<file path="src/rtl/para_ser_pkg.sv">
// Shared constants for the parallel/serial byte link: state encoding,
// default word width and bit-order selectors.
package para_ser_pkg;

    localparam logic ST_IDLE  = 1'b0;
    localparam logic ST_SHIFT = 1'b1;

    localparam int BYTE_W    = 8;
    localparam int LSB_FIRST = 0;
    localparam int MSB_FIRST = 1;

    typedef enum logic {
        S_IDLE  = ST_IDLE,
        S_SHIFT = ST_SHIFT
    } p2s_state_e;

endpackage

</file>
<file path="src/rtl/para_to_ser.sv">
// Parallel-to-serial transmitter: takes a WIDTH-bit word on a load/ready
// handshake and shifts it out one bit per clock with per-bit valid and last.
module para_to_ser
    import para_ser_pkg::*;
#(
    parameter int WIDTH     = BYTE_W,
    parameter int MSB_FIRST = LSB_FIRST
) (
    input  logic             clk,
    input  logic             rst,
    input  logic             en,
    input  logic [WIDTH-1:0] data_in,
    input  logic             load,
    output logic             ready,
    output logic             out,
    output logic             out_valid,
    output logic             last
);

    localparam int            CW       = $clog2(WIDTH);
    localparam logic [CW-1:0] LAST_CNT = CW'(WIDTH - 1);

    p2s_state_e       state_q, state_d;
    logic [CW-1:0]    cnt_q, cnt_d;
    logic [WIDTH-1:0] shreg_q, shreg_d;
    logic             out_q, out_d;
    logic             valid_q, valid_d;
    logic             last_q, last_d;
    logic             accept;

    // ready opens on the final bit so the next word follows with no gap
    assign ready     = en & ((state_q == S_IDLE) | ((state_q == S_SHIFT) & (cnt_q == LAST_CNT)));
    assign accept    = load & ready;
    assign out       = out_q;
    assign out_valid = valid_q & en;
    assign last      = last_q & en;

    always_comb begin
        state_d = state_q;
        cnt_d   = cnt_q;
        shreg_d = shreg_q;
        out_d   = out_q;
        valid_d = valid_q;
        last_d  = last_q;
        if (accept) begin
            shreg_d = data_in;
            out_d   = (MSB_FIRST != 0) ? data_in[WIDTH-1] : data_in[0];
            cnt_d   = '0;
            valid_d = 1'b1;
            last_d  = 1'b0;
            state_d = S_SHIFT;
        end else if (en && state_q == S_SHIFT) begin
            if (cnt_q == LAST_CNT) begin
                state_d = S_IDLE;
                valid_d = 1'b0;
                out_d   = 1'b0;
                last_d  = 1'b0;
            end else begin
                cnt_d  = cnt_q + 1'b1;
                last_d = ((cnt_q + 1'b1) == LAST_CNT);
                // the shift register is consumed from the send end, so the
                // next bit is always adjacent to the one currently on out
                if (MSB_FIRST != 0) begin
                    out_d   = shreg_q[WIDTH-2];
                    shreg_d = shreg_q << 1;
                end else begin
                    out_d   = shreg_q[1];
                    shreg_d = shreg_q >> 1;
                end
            end
        end
    end

    always_ff @(posedge clk or negedge rst) begin
        if (!rst) begin
            state_q <= S_IDLE;
            cnt_q   <= '0;
            shreg_q <= '0;
            out_q   <= 1'b0;
            valid_q <= 1'b0;
            last_q  <= 1'b0;
        end else begin
            state_q <= state_d;
            cnt_q   <= cnt_d;
            shreg_q <= shreg_d;
            out_q   <= out_d;
            valid_q <= valid_d;
            last_q  <= last_d;
        end
    end

endmodule
</file>
<file path="config.mk">
export PLATFORM = sky130hd
export DESIGN_NAME = para_to_ser
export DESIGN_NICKNAME = d
export VERILOG_FILES = /design/src/rtl/para_ser_pkg.sv /design/src/rtl/para_to_ser.sv
export SDC_FILE = /design/constraint.sdc
export NUM_CORES = 1
export LEC_CHECK = 0
export CELL_PAD_IN_SITES_DETAIL_PLACEMENT = 1
export CELL_PAD_IN_SITES_GLOBAL_PLACEMENT = 1
export CORE_MARGIN = 2
export CORE_UTILIZATION = 35
export DETAILED_ROUTE_END_ITERATION = 16
export DONT_BUFFER_PORTS = 1
export HOLD_SLACK_MARGIN = 0.02
export PLACE_DENSITY = 0.71
export SETUP_SLACK_MARGIN = 0.5
export SYNTH_ARGS = -nofsm -noshare
export SYNTH_HDL_FRONTEND = slang
export SYNTH_SLANG_ARGS = --single-unit
</file>
<file path="constraint.sdc">
create_clock -name clk -period 2.3 [get_ports clk]
set_clock_uncertainty 0.15 [all_clocks]
set_input_delay 0.345 -clock clk [delete_from_list [all_inputs] [get_ports clk]]
set_output_delay 0.345 -clock clk [all_outputs]
set_load 0.05 [all_outputs]
</file>
==> results of run 1 <==
[flip-flops by register name, indices dropped and copies added (netlist names)]
name	count
out	1
last_q	1
cnt_q	3
valid_q	1
shreg_q	7
[cell usage in the layout (no fill, tap or decap)]
master	count
mux2i_1	2
ha_1	1
a22o_1	2
inv_1	4
nand2_1	2
clkbuf_4	3
and2_4	1
a21oi_1	1
ha_4	1
dfrtp_1	13
and3_4	1
o21ai_4	1
nor2b_2	1
dlygate4sd3_1	1
and2_1	7
a221o_1	6
and3b_2	1
nor2_1	2
o21ai_0	1
mux2_2	1
xnor2_1	1
and4b_1	1
nand2b_4	1
ha_2	1
clkinv_2	1
nand3_1	1
buf_4	4
[critical path: cells and delay by family (launching register included)]
| kind | cells | cell delay [ns] |
|---|---|---|
| flip-flops | 1 | 0.39 |
| AND/OR/NAND/NOR | 2 | 0.33 |
| adder cells (fa/ha/maj) | 2 | 0.36 |
[power groups by stage]
stage	sequential [mW]	combinational (mW)	clock [mW]
final	0.411	0.350	0.141
after floorplan	0.394	0.256	0
after detailed placement	0.411	0.285	0
after global routing	0.425	0.391	0.163
after global placement	0.409	0.273	0
after CTS	0.410	0.339	0.151
[layer usage]
layer  global-route usage, %  up-vias
met4                    5.00        0
met2                    24.4       13
met3                    6.92        0
met1                    18.1      229
li1                        -      211
met5                       0        -
[worst min path at each step]
stage               startpoint          to  slack [ns]
floorplan                  rst    cnt_q[0]       -0.10
global placement           rst  shreg_q[2]       -0.10
detailed placement         rst  shreg_q[1]       -0.10
CTS                 data_in[7]  shreg_q[7]        0.03
global route        data_in[0]         out        0.03
finish              data_in[7]  shreg_q[7]        0.05
[metrics by stage]
step                std cells  power, mW
floorplan                  55      0.650
global placement           78      0.682
detailed placement         78      0.696
CTS                        86      0.899
global route               87      0.979
finish                     87      0.902
[what timing repair did]
item	CTS	global route
endpoints found under the hold margin	13	0
pin swaps	1	0
setup endpoints to repair	9	8
buffers inserted	3	1
hold buffers	1	0
gates resized for setup	4	3
[cells in the mapped netlist (all sizes together), types with 2 or more instances]
cell type | number | area, µm²
mux2i | 2 | 20.0
inv | 4 | 15.0
a221o | 6 | 60.1
buf | 2 | 16.3
a22o | 2 | 17.5
nand2 | 2 | 7.51
dfrtp | 13 | 325
ha | 3 | 37.5
nor2 | 2 | 7.51
o21ai | 2 | 13.8
and2 | 8 | 50.1
[kinds of logic (layout without fill, tap and decap cells)]
family | Yosys count | in the layout | share of synthesized area [%]
compound gates | 11 | 11 | 15.0
xor+xnor | 1 | 1 | 1.36
fa+ha+maj | 3 | 3 | 5.84
buf+inv | 6 | 13 | 4.86
flops | 13 | 13 | 50.6
mux | 3 | 3 | 4.86
simple gates | 18 | 18 | 17.5
[cell type report]
class                      count  area share [%]
clock buffer                   3            2.96
clock inverter                 1           0.657
inverter                       4            1.97
multi-input combinational     36            42.4
sequential                    13            42.7
tap                           25            4.11
timing repair buffer           5            5.25
==> run metrics, run 1 <==
Worst-Margin Slew=0.604 ns; WS Path Type=reg2out; Top Metal Used=met3; nets=78; YS warnings=0; CORE AREA=1730 µm²; # DRC=0; CP arrival=1.36 ns; Combinational Power Share=38.8%; Top Ports=16; diode count=0; r2r setup slk=0.56 ns; Worst R2R End=shreg_q[2]; switching share of power=38.4%; CP required=1.80 ns; P_int=556 µW; Root Driver=clkbuf_4; TritonCTS clock tree=built; number of flops mapped to enable cells by yosys=0; Placed Area=662 µm²; CTS buffer count=3; Slew headroom=59.6%; Fin. Hold Viols=0; finished layout cell area=762 µm²; Post-Syn Nets=70; Synth async-reset ratio=100%; Via-to-Cell Ratio=5.21; storage element area=325 µm²; total wire length=1340 µm; met3 wire length=74 µm; footprint of the multi-input gates=323 µm²; clock share of power=15.6%; clk sinks=13; Synth Register Bits=13; hold path cells=1; CP max stage delay=0.39 ns; Psw=347 µW; GR Util All Layers=15.2%; GPL Wtd Cong=0.631; share of power burned in registers=45.6%; vias in the first global route=458; WL/cell=15.4 µm; worst min-delay path class=in2reg; Slew Viols, Final=0; Worst Reg-to-Reg Cells=5; pwr/cell area=1180 nW/µm²; post-synth cell types=22; Synth Cell Area=643 µm²; Max-Cap Viols=0; post-route antenna net violation count=0; setup_tns=0 ns; final core area utilization=44.1%; clk slew on worst S/H paths=0.09 ns; status=finished, final reports clean; crit-path cells=ha_2 -> ha_4 -> nand2b_4 -> and2_4; RSZ-0062 raised after global routing=true; final setup vio count=0; first-pass GRT wire length=2150 µm; initial antenna violation count=0; worst hold margin=0.0467 ns; peak supply drop=0.511 mV; Area Overhead vs Synth=18.5%; grt ovf=0; Metal-1 WL=569 µm; post-synthesis sequential area ratio=50.6%; Die ar.=2200 µm²; Max Freq=0.538 GHz; Main synth FF type=dfrtp_1; CP Launch Point=cnt_q[0]; Die Wd=46.9 µm; worst-case clock buffer depth=2; dpl hpwl=853 µm; TritonRoute pass-1 iters=4; Die Ht=46.9 µm; syn_area_per_cell=11.7 µm²; H-tree lvl count=1; Critical Path Source Type=register; Setup Slack @ Placement=0.487 ns; Lkg Pwr=0.358 nW; Clk Latency, worst-skew pair=0.28 ns; routed length on met2=696 µm; post-route setup slack=0.441 ns; Initial Utilization=37.2%; FILL cells=203; Starting DRT DRC Count=5; PortBufs=0; fin crit share=80.8%; clock period minus final worst setup slack=1.86 ns; crit path max fanout=4; cells after synthesis=55; Vias=453; Crit-path slowest cell=dfrtp_1; Setup crit end=ready; largest net degree at the start of global routing=14; crit end category=output port; Worst R2R Start=cnt_q[0]; Rows=15; layout cell share with drive strength beyond 1=27.4%
Power figures use the tool's default switching activity.
==> run 2: changes to the inputs <==
--- a/config.mk
+++ b/config.mk
@@ -12,7 +12,7 @@
 export DETAILED_ROUTE_END_ITERATION = 16
 export DONT_BUFFER_PORTS = 1
 export HOLD_SLACK_MARGIN = 0.02
-export PLACE_DENSITY = 0.71
+export PLACE_DENSITY = 0.74
 export SETUP_SLACK_MARGIN = 0.5
 export SYNTH_ARGS = -nofsm -noshare
 export SYNTH_HDL_FRONTEND = slang
==> constraint.sdc (replaced) <==
create_clock -name clk -period 1.55 [get_ports clk]
set_clock_uncertainty 0.15 [all_clocks]
set_input_delay 0.2325 -clock clk [delete_from_list [all_inputs] [get_ports clk]]
set_output_delay 0.2325 -clock clk [all_outputs]
set_load 0.05 [all_outputs]
==> run 2 against run 1 <==
  * Critical path type unchanged
  * Register-to-register slack got worse by 0.79 ns
  * Count of clock-buffer cells in the layout rose by 1
  * Sequential share of layout area fell by 6.8 points
  * Non-clock buffer count rose by 12
  * Via count rose by 15%
  * Routed wire length rose by 21%
  * First-iteration DRC count rose by 20%
  * The flow now finishes with violations (negative hold slack, negative setup slack)
  * Sequential power rose by 46%
  * Largest power group is now combinational cells
  * Combinational power rose by 120%
==> run metrics, run 2 (synthesis gave the netlist of run 1 again) <==
finished layout cell area=911 µm² (+20%); GR Util All Layers=17.4% (+2.3 points); commonest non-fill, non-tap cells in the layout=12 x dfrtp_1, 9 x buf_4, 6 x a221o_1; clock share of power=13.7% (-1.9 points); # DRC=0 (unchanged); Placed Area=726 µm² (+9.6%); clock period minus final worst setup slack=1.83 ns; Setup Slack @ Placement=-0.178 ns (-0.666 ns); pwr/cell area=1750 nW/µm² (+47%); setup_tns=-2.50 ns (-2.50 ns); failing checks=negative hold slack, negative setup slack; crit-path cells=ha_2 -> ha_4 -> nand2b_4 -> and2_4 -> buf_8; CP Launch Point=cnt_q[1]; Fin. Hold Viols=19 (+19); post-route setup slack=-0.283 ns (-0.724 ns); WL/cell=16.2 µm (+5.0%); max reg flops=7 (unchanged); Area Overhead vs Synth=41.6%; GPL Wtd Cong=0.722 (+15%); Top Ports=16 (unchanged); initial antenna violation count=0 (unchanged); Vias=519 (+15%); P_int=1.00 mW (+81%); grt ovf=0 (unchanged); CP required=1.17 ns (-0.63 ns); Lkg Pwr=0.435 nW (+22%); Die ar.=2200 µm² (unchanged); Root Driver=clkbuf_4; footprint of the multi-input gates=349 µm² (+8.1%); CP max stage delay=0.40 ns (about the same); CORE AREA=1730 µm² (unchanged); Max-Cap Viols=0 (unchanged); WS Path Type=reg2out; worst hold margin=-0.130 ns (-0.176 ns); Starting DRT DRC Count=6 (+1); crit end category=output port; Rows=15 (unchanged); final setup vio count=14 (+14); Psw=586 µW (+69%); Combinational Power Share=48.4% (+9.6 points); clk sinks=13 (unchanged); Hold Buf Count CTS=4 (+3); layout cell share with drive strength beyond 1=42.7% (+15 points); Slew Viols, Final=0 (unchanged); status=finished with violations; post-route antenna net violation count=0 (unchanged); total wire length=1620 µm (+21%); largest registers=shreg_q x7, cnt_q x3; Crit-path slowest cell=dfrtp_1; largest net degree at the start of global routing=14 (unchanged); most common cell after layout, fill and taps aside=dfrtp_1; CTS buffer count=3 (unchanged); Critical Path Source Type=register; crit path max fanout=2 (-2); Clk Latency, worst-skew pair=0.28 ns (about the same); Worst-Margin Slew=0.626 ns (+0.0229 ns); Die Ht=46.9 µm (unchanged); RSZ-0062 raised after global routing=true; H-tree lvl count=1 (unchanged); nets=91 (+17%); PortBufs=0 (unchanged); Top reg by flops=shreg_q; Via-to-Cell Ratio=5.19 (-0.32%); clk slew on worst S/H paths=0.09 ns (about the same); Initial Utilization=37.2% (unchanged); peak supply drop=0.710 mV (+39%); switching share of power=36.8% (-1.6 points); TritonCTS clock tree=built; TritonRoute pass-1 iters=2 (-2); worst-case clock buffer depth=2 (unchanged); Die Wd=46.9 µm (unchanged); worst min-delay path class=in2async; vias in the first global route=499 (+9.0%); FILL cells=198 (-2.5%); diode count=0 (unchanged); share of power burned in registers=37.8% (-7.8 points); Slew headroom=58.2% (-1.4 points); first-pass GRT wire length=2500 µm (+16%); fin crit share=118%; Max Freq=0.545 GHz; storage element area=327 µm² (+0.38%); Worst R2R Start=cnt_q[1]; CP arrival=1.45 ns (+0.09 ns)
==> run 2: cell count changes in the layout (fill, tap and decap cells not counted), sizes merged <==
| cell | previous run | this run |
|---|---|---|
| inv | 4 | 3 |
| clkinvlp | 0 | 1 |
| dlymetal6s4s | 0 | 1 |
| and3b | 1 | 2 |
| buf | 4 | 13 |
| clkinv | 1 | 0 |
| clkbuf | 3 | 4 |
| dlygate4sd3 | 1 | 3 |
==> run 2: what timing repair did <==
| action | 4_1_cts | 5_1_grt |
|---|---|---|
| gates resized for setup | 12 | 4 |
| cloned | 1 | 0 |
| endpoints found under the setup margin | 17 | 24 |
| setup buffers | 7 | 1 |
| endpoints found under the hold margin | 22 | 19 |
| pin swaps | 9 | 5 |
==> run 2: final timing paths <==
kind                            depth (start not counted)    endpoint  slack [ns]
max in group asynchronous                               1         out        0.94
worst min-delay path                                    1      last_q       -0.13
min in group clk                                        1  shreg_q[1]       -0.06
worst min register to register                          1  shreg_q[7]        0.36
worst max-delay path                                    5       ready       -0.28
worst max register to register                          6  shreg_q[4]       -0.23
==> run 2: area by class of cell <==
cell class | instances | area share, %
clock buffer | 4 | 2.88
inverter | 4 | 2.06
multi-input combinational | 37 | 38.3
sequential | 13 | 35.9
tap | 25 | 3.43
timing repair buffer | 17 | 17.4
==> run 2: worst max-delay path, delay by kind of cell, from the launching register on <==
kind | cells | cell delay (ns)
adders and majority gates | 2 | 0.35
buffers and inverters | 1 | 0.14
and+or+nand+nor | 2 | 0.27
DFF | 1 | 0.40
==> run 2: power groups by stage <==
| stage | combinational [mW] | clock [mW] | sequential, mW |
|---|---|---|---|
| floorplan | 0.425 | 0 | 0.594 |
| global placement | 0.531 | 0 | 0.597 |
| detailed placement | 0.554 | 0 | 0.602 |
| CTS | 0.725 | 0.230 | 0.598 |
| global route | 0.840 | 0.241 | 0.617 |
| finish | 0.771 | 0.219 | 0.601 |
==> run 2: per-stage QoR <==
step / hold slack, ns / total power, mW / utilization [%] / cells
floorplan: -0.213 / 1.02 / - / 55
global placement: -0.213 / 1.13 / 42.0 / 83
detailed placement: -0.213 / 1.16 / 42.0 / 83
CTS: -0.0677 / 1.55 / 51.4 / 99
global route: -0.0947 / 1.70 / 52.8 / 100
finish: -0.130 / 1.59 / 52.8 / 100
==> run 2: per-layer routing <==
layer  up-vias  GRT usage (%)  wire [µm]
met3         2           5.77         82
met4         0           8.33         17
met5         -              0          0
met1       265           21.1        704
li1        236              -          -
met2        16           27.9        813
==> RTL change: new RTL, flow settings as in run 2 <==
Set the package constant `BYTE_W` to 4 (it was 8).
--- a/src/rtl/para_ser_pkg.sv
+++ b/src/rtl/para_ser_pkg.sv
@@ -7,3 +7,3 @@
 
-    localparam int BYTE_W    = 8;
+    localparam int BYTE_W    = 4;
     localparam int LSB_FIRST = 0;
Ports: changed (resized data_in); port bits go from 16 to 12. The function was not compared with the original's and may differ.
==> RTL change against run 2 <==
  * The run still ends with negative hold slack, negative setup slack left
  * Worst setup slack better by 0.17 ns
  * Register-to-register slack better by 0.14 ns
  * Sequential share of layout area is 6.7 points lower
  * Synthesized area is 34% lower
  * Power is 16% lower
  * Die area is 31% lower
  * Cell area is 24% lower
  * Routed wire length is 22% lower
  * Sequential cell count is 5 lower
==> RTL change: results (changes against run 2) <==
<table>
<tr><th>Metric</th><th>Value</th></tr>
<tr><th colspan="2">Routing</th></tr>
<tr><td>Total number of vias</td><td>394 (-24%)</td></tr>
<tr><td>Routed met3 length</td><td>73 um (-11%)</td></tr>
<tr><td>Count of routing violations after the opening detailed-route iteration</td><td>1 (-5)</td></tr>
<tr><td>WL met2</td><td>687 um (-15%)</td></tr>
<tr><th colspan="2">Power and ir drop</th></tr>
<tr><td>IR Drop Worst-Case VDD</td><td>879 uV (+24%)</td></tr>
<tr><td>Switching power of the nets</td><td>516 uW (-12%)</td></tr>
<tr><th colspan="2">Logic synthesis</th></tr>
<tr><td>Multiplexer fraction of the synthesized cell area</td><td>2.65% (-2.2 points)</td></tr>
<tr><td>Net Count, Synth</td><td>49 (-30%)</td></tr>
<tr><td>Adder-cell area share of the yosys netlist</td><td>5.90% (+0.063 points)</td></tr>
<tr><td>Mapped Avg Cell Area</td><td>10.9 um2 (-7.0%)</td></tr>
<tr><td>Count of unique library cells instantiated by Yosys</td><td>20 (-9.1%)</td></tr>
<tr><td>Cell types occupying the most area after synthesis</td><td>dfrtp_1, ha_1, a21oi_1, a221o_1, and2_4</td></tr>
<tr><td>Share of the synthesized area in compound gates (AO/OA/AOI/OAI)</td><td>13.9% (-1.1 points)</td></tr>
<tr><td>Share of the synthesized netlist area taken by xor and xnor gates</td><td>2.06% (+0.70 points)</td></tr>
<tr><th colspan="2">Global routing</th></tr>
<tr><td>Overall track demand over capacity in global routing</td><td>19.4% (+2.0 points)</td></tr>
<tr><td>Vias in the first global route</td><td>408 (-18%)</td></tr>
<tr><th colspan="2">Placed design</th></tr>
<tr><td>Pre-CTS setup slack</td><td>-0.0390 ns (+0.140 ns)</td></tr>
<tr><th colspan="2">Outcome</th></tr>
<tr><td>Run status</td><td>complete, but fails checks</td></tr>
<tr><td>Violated checks</td><td>negative hold slack, negative setup slack</td></tr>
<tr><th colspan="2">STA</th></tr>
<tr><td>Post-layout worst setup margin</td><td>-0.113 ns (+0.170 ns)</td></tr>
<tr><td>Worst Tran Pin Value</td><td>0.395 ns (-0.232 ns)</td></tr>
<tr><td>Number of failing hold endpoints at the final stage</td><td>1 (-18)</td></tr>
<tr><td>Hold slack final</td><td>-0.0419 ns (+0.0878 ns)</td></tr>
<tr><td>Finish-stage setup viols</td><td>6 (-8)</td></tr>
<tr><th colspan="2">Worst hold path</th></tr>
<tr><td>Worst hold path class</td><td>input port to flop</td></tr>
<tr><th colspan="2">Cells and area</th></tr>
<tr><td>Final Net Count</td><td>75 (-18%)</td></tr>
<tr><td>Registers with the highest flip-flop counts</td><td>shreg_q: 3 flops, cnt_q: 2 flops</td></tr>
<tr><th colspan="2">Clock tree</th></tr>
<tr><td>Clock-pin transition on the worst setup and hold timing paths</td><td>0.07 ns (-0.02 ns)</td></tr>
<tr><th colspan="2">Setup path</th></tr>
<tr><td>Endpoint arrival time on the critical path</td><td>1.28 ns (-0.17 ns)</td></tr>
</table>
RTL change: timing repair:
| item | in CTS | in global routing |
|---|---|---|
| setup endpoints to repair | 12 | 12 |
| buffers inserted | 9 | 5 |
| pin swaps | 6 | 3 |
| hold endpoints to repair | 14 | 2 |
| gates resized for setup | 10 | 0 |
RTL change: layout make-up:
cell class | count | area (um2)
multi-input combinational | 28 | 241
clock buffer | 4 | 26.3
timing repair buffer | 22 | 193
sequential | 8 | 201
inverter | 2 | 11.3
tap | 14 | 17.5
fill | 125 | 435
RTL change: worst paths after layout:
path	cells after the start	slack (ns)	from	end
max	4	-0.11	cnt_q[1]	ready
min	1	-0.04	data_in[2]	shreg_q[2]
max reg2reg	5	-0.09	cnt_q[1]	shreg_q[1]
min reg2reg	1	0.36	shreg_q[3]	shreg_q[3]
max in group asynchronous	1	0.78	rst	valid_q
min in group asynchronous	1	0.17	rst	shreg_q[3]
RTL change: worst max-delay path, cell delays in order, from the launching register on:
cell,delay (ns)
dfrtp_1,0.38
ha_2,0.21
nand2b_4,0.14
and2_4,0.14
buf_8,0.14
RTL change: per-stage QoR:
stage | hold WS [ns] | util [%]
2_1_floorplan | -0.213 | -
3_3_place_gp | -0.213 | 42.4
3_5_place_dp | -0.213 | 42.4
4_1_cts | -0.0373 | 58.0
5_1_grt | -0.0368 | 61.3
6_report | -0.0419 | 61.3
RTL change: routing by layer:
metal	vias to the layer above	global-route usage (%)
met2	14	36.7
met5	-	0
li1	188	-
met1	189	19.4
met3	3	5.78
met4	0	7.76
RTL change: power groups by stage:
stage | Sequential (uW) | Combinational, uW | Clock, uW
6_report | 376 | 769 | 185
2_1_floorplan | 404 | 341 | 0
3_3_place_gp | 372 | 450 | 0
3_5_place_dp | 381 | 477 | 0
4_1_cts | 374 | 680 | 185
5_1_grt | 383 | 816 | 196
